## src/rtl/mem_arbiter.sv

```systemverilog
`default_nettype none
// ============================================================================
// Module   : mem_arbiter
// Purpose  : Shares one memory request/data/response port between the I- and
//            D-cache; read-owner FIFO steers response beats back to the issuer.
// Config   : MEM_ARB_RR_EN defined -> round-robin ties, else dc wins ties.
// Revision : 1.0 - initial release
// ============================================================================
module mem_arbiter #(
  parameter int ADDR_BITS   = 28,
  parameter int DATA_BITS   = 128,
  parameter int DATA_CYCLES = 4,
  parameter int MAX_OUTST   = 4
) (
  input  logic                   clk_i,
  input  logic                   reset_n_i,

  input  logic                   ic_req_val_i,
  output logic                   ic_req_rdy_o,
  input  logic [ADDR_BITS-1:0]   ic_req_addr_i,
  input  logic                   ic_req_rw_i,
  input  logic                   ic_req_data_valid_i,
  output logic                   ic_req_data_ready_o,
  input  logic [DATA_BITS-1:0]   ic_req_data_bits_i,
  input  logic [DATA_BITS/8-1:0] ic_req_data_mask_i,
  output logic                   ic_resp_val_o,
  output logic [DATA_BITS-1:0]   ic_resp_data_o,

  input  logic                   dc_req_val_i,
  output logic                   dc_req_rdy_o,
  input  logic [ADDR_BITS-1:0]   dc_req_addr_i,
  input  logic                   dc_req_rw_i,
  input  logic                   dc_req_data_valid_i,
  output logic                   dc_req_data_ready_o,
  input  logic [DATA_BITS-1:0]   dc_req_data_bits_i,
  input  logic [DATA_BITS/8-1:0] dc_req_data_mask_i,
  output logic                   dc_resp_val_o,
  output logic [DATA_BITS-1:0]   dc_resp_data_o,

  output logic                   mem_req_val_o,
  input  logic                   mem_req_rdy_i,
  output logic [ADDR_BITS-1:0]   mem_req_addr_o,
  output logic                   mem_req_rw_o,
  output logic                   mem_req_data_valid_o,
  input  logic                   mem_req_data_ready_i,
  output logic [DATA_BITS-1:0]   mem_req_data_bits_o,
  output logic [DATA_BITS/8-1:0] mem_req_data_mask_o,
  input  logic                   mem_resp_val_i,
  input  logic [DATA_BITS-1:0]   mem_resp_data_i
);

  localparam int PTR_W  = $clog2(MAX_OUTST);
  localparam int CNT_W  = PTR_W + 1;
  localparam int BEAT_W = (DATA_CYCLES > 1) ? $clog2(DATA_CYCLES) : 1;
  localparam logic [BEAT_W-1:0] LAST_BEAT = BEAT_W'(DATA_CYCLES - 1);
  localparam logic [CNT_W-1:0]  FULL_CNT  = CNT_W'(MAX_OUTST);

  typedef enum logic [0:0] {
    IDLE  = 1'b0,
    WDATA = 1'b1
  } state_e;

  state_e               state_q, state_d;
  logic                 wowner_q, wowner_d;
  logic [BEAT_W-1:0]    wbeat_q, wbeat_d;
  logic [BEAT_W-1:0]    rbeat_q;
  logic [MAX_OUTST-1:0] owner_q;
  logic [PTR_W-1:0]     wr_ptr_q, rd_ptr_q;
  logic [CNT_W-1:0]     count_q;

  logic fifo_empty, fifo_full, resp_fire, pop, push, rd_block;
  logic ic_elig, dc_elig, grant_dc, in_idle, in_wdata, hdr_fire, data_fire;

  // Owner encoding in the FIFO and in wowner: 0 = ic, 1 = dc.
  assign fifo_empty = (count_q == '0);
  assign fifo_full  = (count_q == FULL_CNT);
  assign resp_fire  = mem_resp_val_i & ~fifo_empty;
  assign pop        = resp_fire & (rbeat_q == LAST_BEAT);

  // A full FIFO still takes a read if a slot frees on this very edge.
  assign rd_block = fifo_full & ~pop;
  assign ic_elig  = ic_req_val_i & (ic_req_rw_i | ~rd_block);
  assign dc_elig  = dc_req_val_i & (dc_req_rw_i | ~rd_block);

  assign in_idle  = (state_q == IDLE);
  assign in_wdata = (state_q == WDATA);

`ifdef MEM_ARB_RR_EN
  logic rr_q;  // client preferred on the next tie (0 = ic)

  assign grant_dc = dc_elig & (~ic_elig | rr_q);

  always_ff @(posedge clk_i or negedge reset_n_i) begin
    if (!reset_n_i) begin
      rr_q <= 1'b0;
    end else if (hdr_fire) begin
      rr_q <= ~grant_dc;
    end
  end
`else
  assign grant_dc = dc_elig;
`endif

  assign mem_req_val_o  = in_idle & (ic_elig | dc_elig);
  assign mem_req_addr_o = grant_dc ? dc_req_addr_i : ic_req_addr_i;
  assign mem_req_rw_o   = grant_dc ? dc_req_rw_i : ic_req_rw_i;
  assign ic_req_rdy_o   = in_idle & ic_elig & ~grant_dc & mem_req_rdy_i;
  assign dc_req_rdy_o   = in_idle & grant_dc & mem_req_rdy_i;
  assign hdr_fire       = mem_req_val_o & mem_req_rdy_i;
  assign push           = hdr_fire & ~mem_req_rw_o;

  assign mem_req_data_valid_o = in_wdata & (wowner_q ? dc_req_data_valid_i : ic_req_data_valid_i);
  assign mem_req_data_bits_o  = wowner_q ? dc_req_data_bits_i : ic_req_data_bits_i;
  assign mem_req_data_mask_o  = wowner_q ? dc_req_data_mask_i : ic_req_data_mask_i;
  assign ic_req_data_ready_o  = in_wdata & ~wowner_q & mem_req_data_ready_i;
  assign dc_req_data_ready_o  = in_wdata & wowner_q & mem_req_data_ready_i;
  assign data_fire            = mem_req_data_valid_o & mem_req_data_ready_i;

  assign ic_resp_val_o  = resp_fire & ~owner_q[rd_ptr_q];
  assign dc_resp_val_o  = resp_fire & owner_q[rd_ptr_q];
  assign ic_resp_data_o = mem_resp_data_i;
  assign dc_resp_data_o = mem_resp_data_i;

  always_comb begin
    state_d  = state_q;
    wowner_d = wowner_q;
    wbeat_d  = wbeat_q;
    unique case (state_q)
      IDLE: begin
        if (hdr_fire && mem_req_rw_o) begin
          state_d  = WDATA;
          wowner_d = grant_dc;
          wbeat_d  = '0;
        end
      end
      WDATA: begin
        if (data_fire) begin
          if (wbeat_q == LAST_BEAT) begin
            wbeat_d = '0;
            state_d = IDLE;
          end else begin
            wbeat_d = wbeat_q + 1'b1;
          end
        end
      end
      default: state_d = IDLE;
    endcase
  end

  always_ff @(posedge clk_i or negedge reset_n_i) begin
    if (!reset_n_i) begin
      state_q  <= IDLE;
      wowner_q <= 1'b0;
      wbeat_q  <= '0;
    end else begin
      state_q  <= state_d;
      wowner_q <= wowner_d;
      wbeat_q  <= wbeat_d;
    end
  end

  always_ff @(posedge clk_i or negedge reset_n_i) begin
    if (!reset_n_i) begin
      owner_q  <= '0;
      wr_ptr_q <= '0;
      rd_ptr_q <= '0;
      count_q  <= '0;
      rbeat_q  <= '0;
    end else begin
      if (push) begin
        owner_q[wr_ptr_q] <= grant_dc;
        wr_ptr_q          <= wr_ptr_q + 1'b1;
      end
      if (pop) begin
        rd_ptr_q <= rd_ptr_q + 1'b1;
      end
      if (resp_fire) begin
        rbeat_q <= pop ? '0 : rbeat_q + 1'b1;
      end
      case ({push, pop})
        2'b10:   count_q <= count_q + 1'b1;
        2'b01:   count_q <= count_q - 1'b1;
        default: count_q <= count_q;
      endcase
    end
  end

`ifndef SYNTHESIS
  a_resp_needs_owner: assert property (@(posedge clk_i) disable iff (!reset_n_i)
    !(mem_resp_val_i && fifo_empty));
`endif

endmodule
`default_nettype wire
```

## config.mk

```make
export PLATFORM = sky130hd
export DESIGN_NAME = mem_arbiter
export DESIGN_NICKNAME = d
export VERILOG_FILES = /design/src/rtl/mem_arbiter.sv
export SDC_FILE = /design/constraint.sdc
export NUM_CORES = 1
export LEC_CHECK = 0
export BUFFER_PORTS_ARGS = -buffer_cell sky130_fd_sc_hd__buf_2
export CORE_AREA = 2 2 362 364
export CTS_BUF_LIST = sky130_fd_sc_hd__clkbuf_16
export CTS_CLUSTER_SIZE = 28
export DETAILED_ROUTE_END_ITERATION = 10
export DIE_AREA = 0 0 364 366
export GPL_ROUTABILITY_DRIVEN = 0
export MAX_ROUTING_LAYER = met4
export PLACE_DENSITY = 0.3
export SKIP_LAST_GASP = 1
export SLEW_MARGIN = 10
export SYNTH_ARGS = -nofsm -noshare
export SYNTH_HDL_FRONTEND = slang
export SYNTH_SLANG_ARGS = --single-unit
```

## constraint.sdc

```tcl
create_clock -name clk_i -period 4.8 [get_ports clk_i]
set_clock_uncertainty 0.15 [all_clocks]
set_input_delay 0.24 -clock clk_i [delete_from_list [all_inputs] [get_ports clk_i]]
set_output_delay 0.24 -clock clk_i [all_outputs]
set_load 0.02 [all_outputs]
```

==> impl_results.md <==
- Period minus WS final: 3.07 ns
- I/O Buffers: 535
- First-pass GRT wire length: 57,300 um
- Critical path class: flop to output pin
- F_max: 325 MHz
- Most common cell after layout, fill and taps aside: buf_2
- Yosys warning total: 0
- Area occupied by multi-input gates: 2500 um2
- Syn Inst Count: 544
- H-tree Lvls: 1
- Largest net degree at the start of global routing: 67
- Vias per cell: 1.91
- Worst R2R Start: rbeat_q[0]
- Share of cells above drive strength 1: 0.898
- Pwr dens: 200 nW/um2
- I/O pin cnt: 920
- Iteration-0 DRC Markers: 150
- Slew Viols, Final: 0
- Max capacitance violation total: 0
- Xor-xnor portion of the synthesized cell area: 0.0105
- Fin crit share: 0.640
- CP arrival: 2.68 ns
- Vias in the first global route: 5,085
- Setup TNS: 0 ns
- Worst slack at placement: 1.97 ns
- Num CTS Buffers: 3
- Clock Path Buffers: 2
- Final setup viols: 0
- Num rows: 132
- Gr usage total: 0.0697
- Post-Syn Area per Cell: 9.17 um2
- Maximum VDD drop: 131 uV
- Die Ht: 366 um
- Crit end category: output pin
- CTS tree: built
- Mux contribution to synthesized area: 0.410
- Run status: complete, no violations
- Worst-Margin Slew: 1.08 ns
- Largest family of logic cells by synthesized area: buffers and inverters
- Sequential share of the synthesized area: 0.0853
- Vias post-DR: 4,877
- Core Box Area: 129,000 um2
- Worst R2R End: count_q[2]
- Leakage: 0.00340 uW
- Worst Hold Path Cells: 4
- Die Area: 133,000 um2
- RSZ-0062 raised after global routing: false
- Syn nets: 1,035
- Sequential cell area: 429 um2
- Total grt overflow: 0
- Hold EP: wowner_q
- Reg2Reg Setup Slack: 2.38 ns
- Seq cells post-synth: 17
- Worst skew pair latency: 0.25 ns
- Commonest cells after routing, fill and taps aside: buf_2 (535), mux2_2 (177), dfrtp_1 (16)
- Slew margin rel.: 0.277
- Final total power: 1590 uW
- Dpl cells: 2,548
- Starting Density: 0.0387
- CTS Root Cell: clkbuf_16
- Hold Crit Start: ic_req_val_i
- Synthesized area: 4990 um2
- Drt first pass iters: 4
- Final hold slack: 0.207 ns
- Fillcell total: 15,305
- DRC Markers: 0
- Routed wire length: 48,600 um
- Yosys cell types: 36
- Wire per inst: 19.0 um
- Synth Area in Adders: 0.0216
- Critical Path Source Type: flop
- CTS Sinks: 17
- Layout Nets: 1,303
- Area fraction in compound gates after synthesis: 0.0216
- Worst setup margin: 1.73 ns
- Chip width: 364 um
- Fin. Hold Viols: 0
- Required @ worst endpoint: 4.41 ns
- Initial antenna violation count: 12
- Post-DP HPWL: 45,800 um
- Remaining antenna violation count after routing: 0
- Non-Filler Instances: 2,558
- Worst hold path class: primary input to flop
- Simple-Gate Fraction of Synth Area: 0.0366
- Post_cts resized: 0
- Reg2reg path depth: 10
- Worst-path fanout max: 31
- CTS clk-pin slew, worst paths: 0.05 ns
- Area Growth Syn to Fin: 59.3%
metrics by stage:
step	instance area (um2)	utilization
finish	7950	0.0616
global route	7940	0.0616
CTS	7940	0.0615
detailed placement	7850	0.0608
global placement	7850	0.0608
floorplan	4990	-
cell usage after synthesis (all sizes together):
cell	instances	area (um2)
ha	7	87.6
a21boi	1	7.51
nand2b	1	6.26
xnor2	3	26.3
nand3	5	25.0
nor3	1	5.00
xor2	3	26.3
o221ai	1	8.76
o21ai	5	36.3
dfrtp	17	425
a21o	3	23.8
and2b	2	17.5
nand4	1	21.3
buf	275	2040
or3	1	6.26
clkbuf	1	3.75
nand2	12	45.0
nor2b	2	12.5
o211a	1	10.0
nor3b	1	7.51
mux2i	2	20.0
o31ai	1	7.51
inv	7	26.3
mux4	1	22.5
nor2	8	30.0
mux2	178	2000
or2	1	6.26
o2bb2ai	1	8.76
a21oi	1	5.00
fa	1	20.0
power by group:
part | internal (uW) | switching (uW)
combinational | 454 | 688
clock | 112 | 57.3
sequential | 211 | 71.2
worst max path at each step:
stage / endpoint / slack [ns] / startpoint
3_3_place_gp: mem_req_addr_o[21] / 2.01 / rbeat_q[0]
2_1_floorplan: count_q[2] / 2.58 / rbeat_q[0]
3_5_place_dp: mem_req_addr_o[10] / 1.97 / rbeat_q[0]
6_report: mem_req_addr_o[12] / 1.73 / rbeat_q[0]
5_1_grt: mem_req_addr_o[21] / 1.57 / rbeat_q[0]
4_1_cts: mem_req_addr_o[10] / 1.69 / rbeat_q[0]
critical path, stage by stage, from the launching register on:
cell and delay, ns:
dfrtp_1 0.39, ha_1 0.23, nand2_1 0.11, nand4_4 0.20, o21ai_4 0.87, mux2_2 0.43
buf_2 0.16
cell type report:
class                   count  area share
well taps                1742       0.274
clock inverters             1    0.000630
flip-flops and latches     17      0.0540
multi-input cells         244       0.314
clock buffers               3     0.00945
inverters                   7     0.00331
repair buffers            539       0.343
diodes                      5     0.00157
cell families (layout without fill, tap and decap cells):
kind of cell	Yosys count	in the layout
AOI/OAI and AO/OA	14	14
xor gates and xnor gates	6	6
buffers and inverters	283	550
DFF	17	17
other	0	5
adders and majority gates	8	8
muxes	181	181
and+or+nand+nor	35	35
state kept, by name (all words and copies together), names as in the netlist:
| signal | count |
|---|---|
| rbeat_q | 2 |
| wbeat_q | 2 |
| rd_ptr_q | 2 |
| in_wdata | 1 |
| wowner_q | 1 |
| owner_q | 4 |
| wr_ptr_q | 2 |
| count_q | 3 |
routing by layer:
layer,vias to the layer above,routed length (um),GRT usage
met4,0,276,0.00934
li1,2110,-,-
met5,-,0,-
met2,577,17200,0.0836
met3,23,10900,0.0646
met1,2167,20200,0.0839
repair_timing:
action	in CTS	in global routing
buffers inserted	0	0
hold buffers	1	0
endpoints found under the hold margin	17	0
No activity file was read; power rests on OpenSTA's default activity.
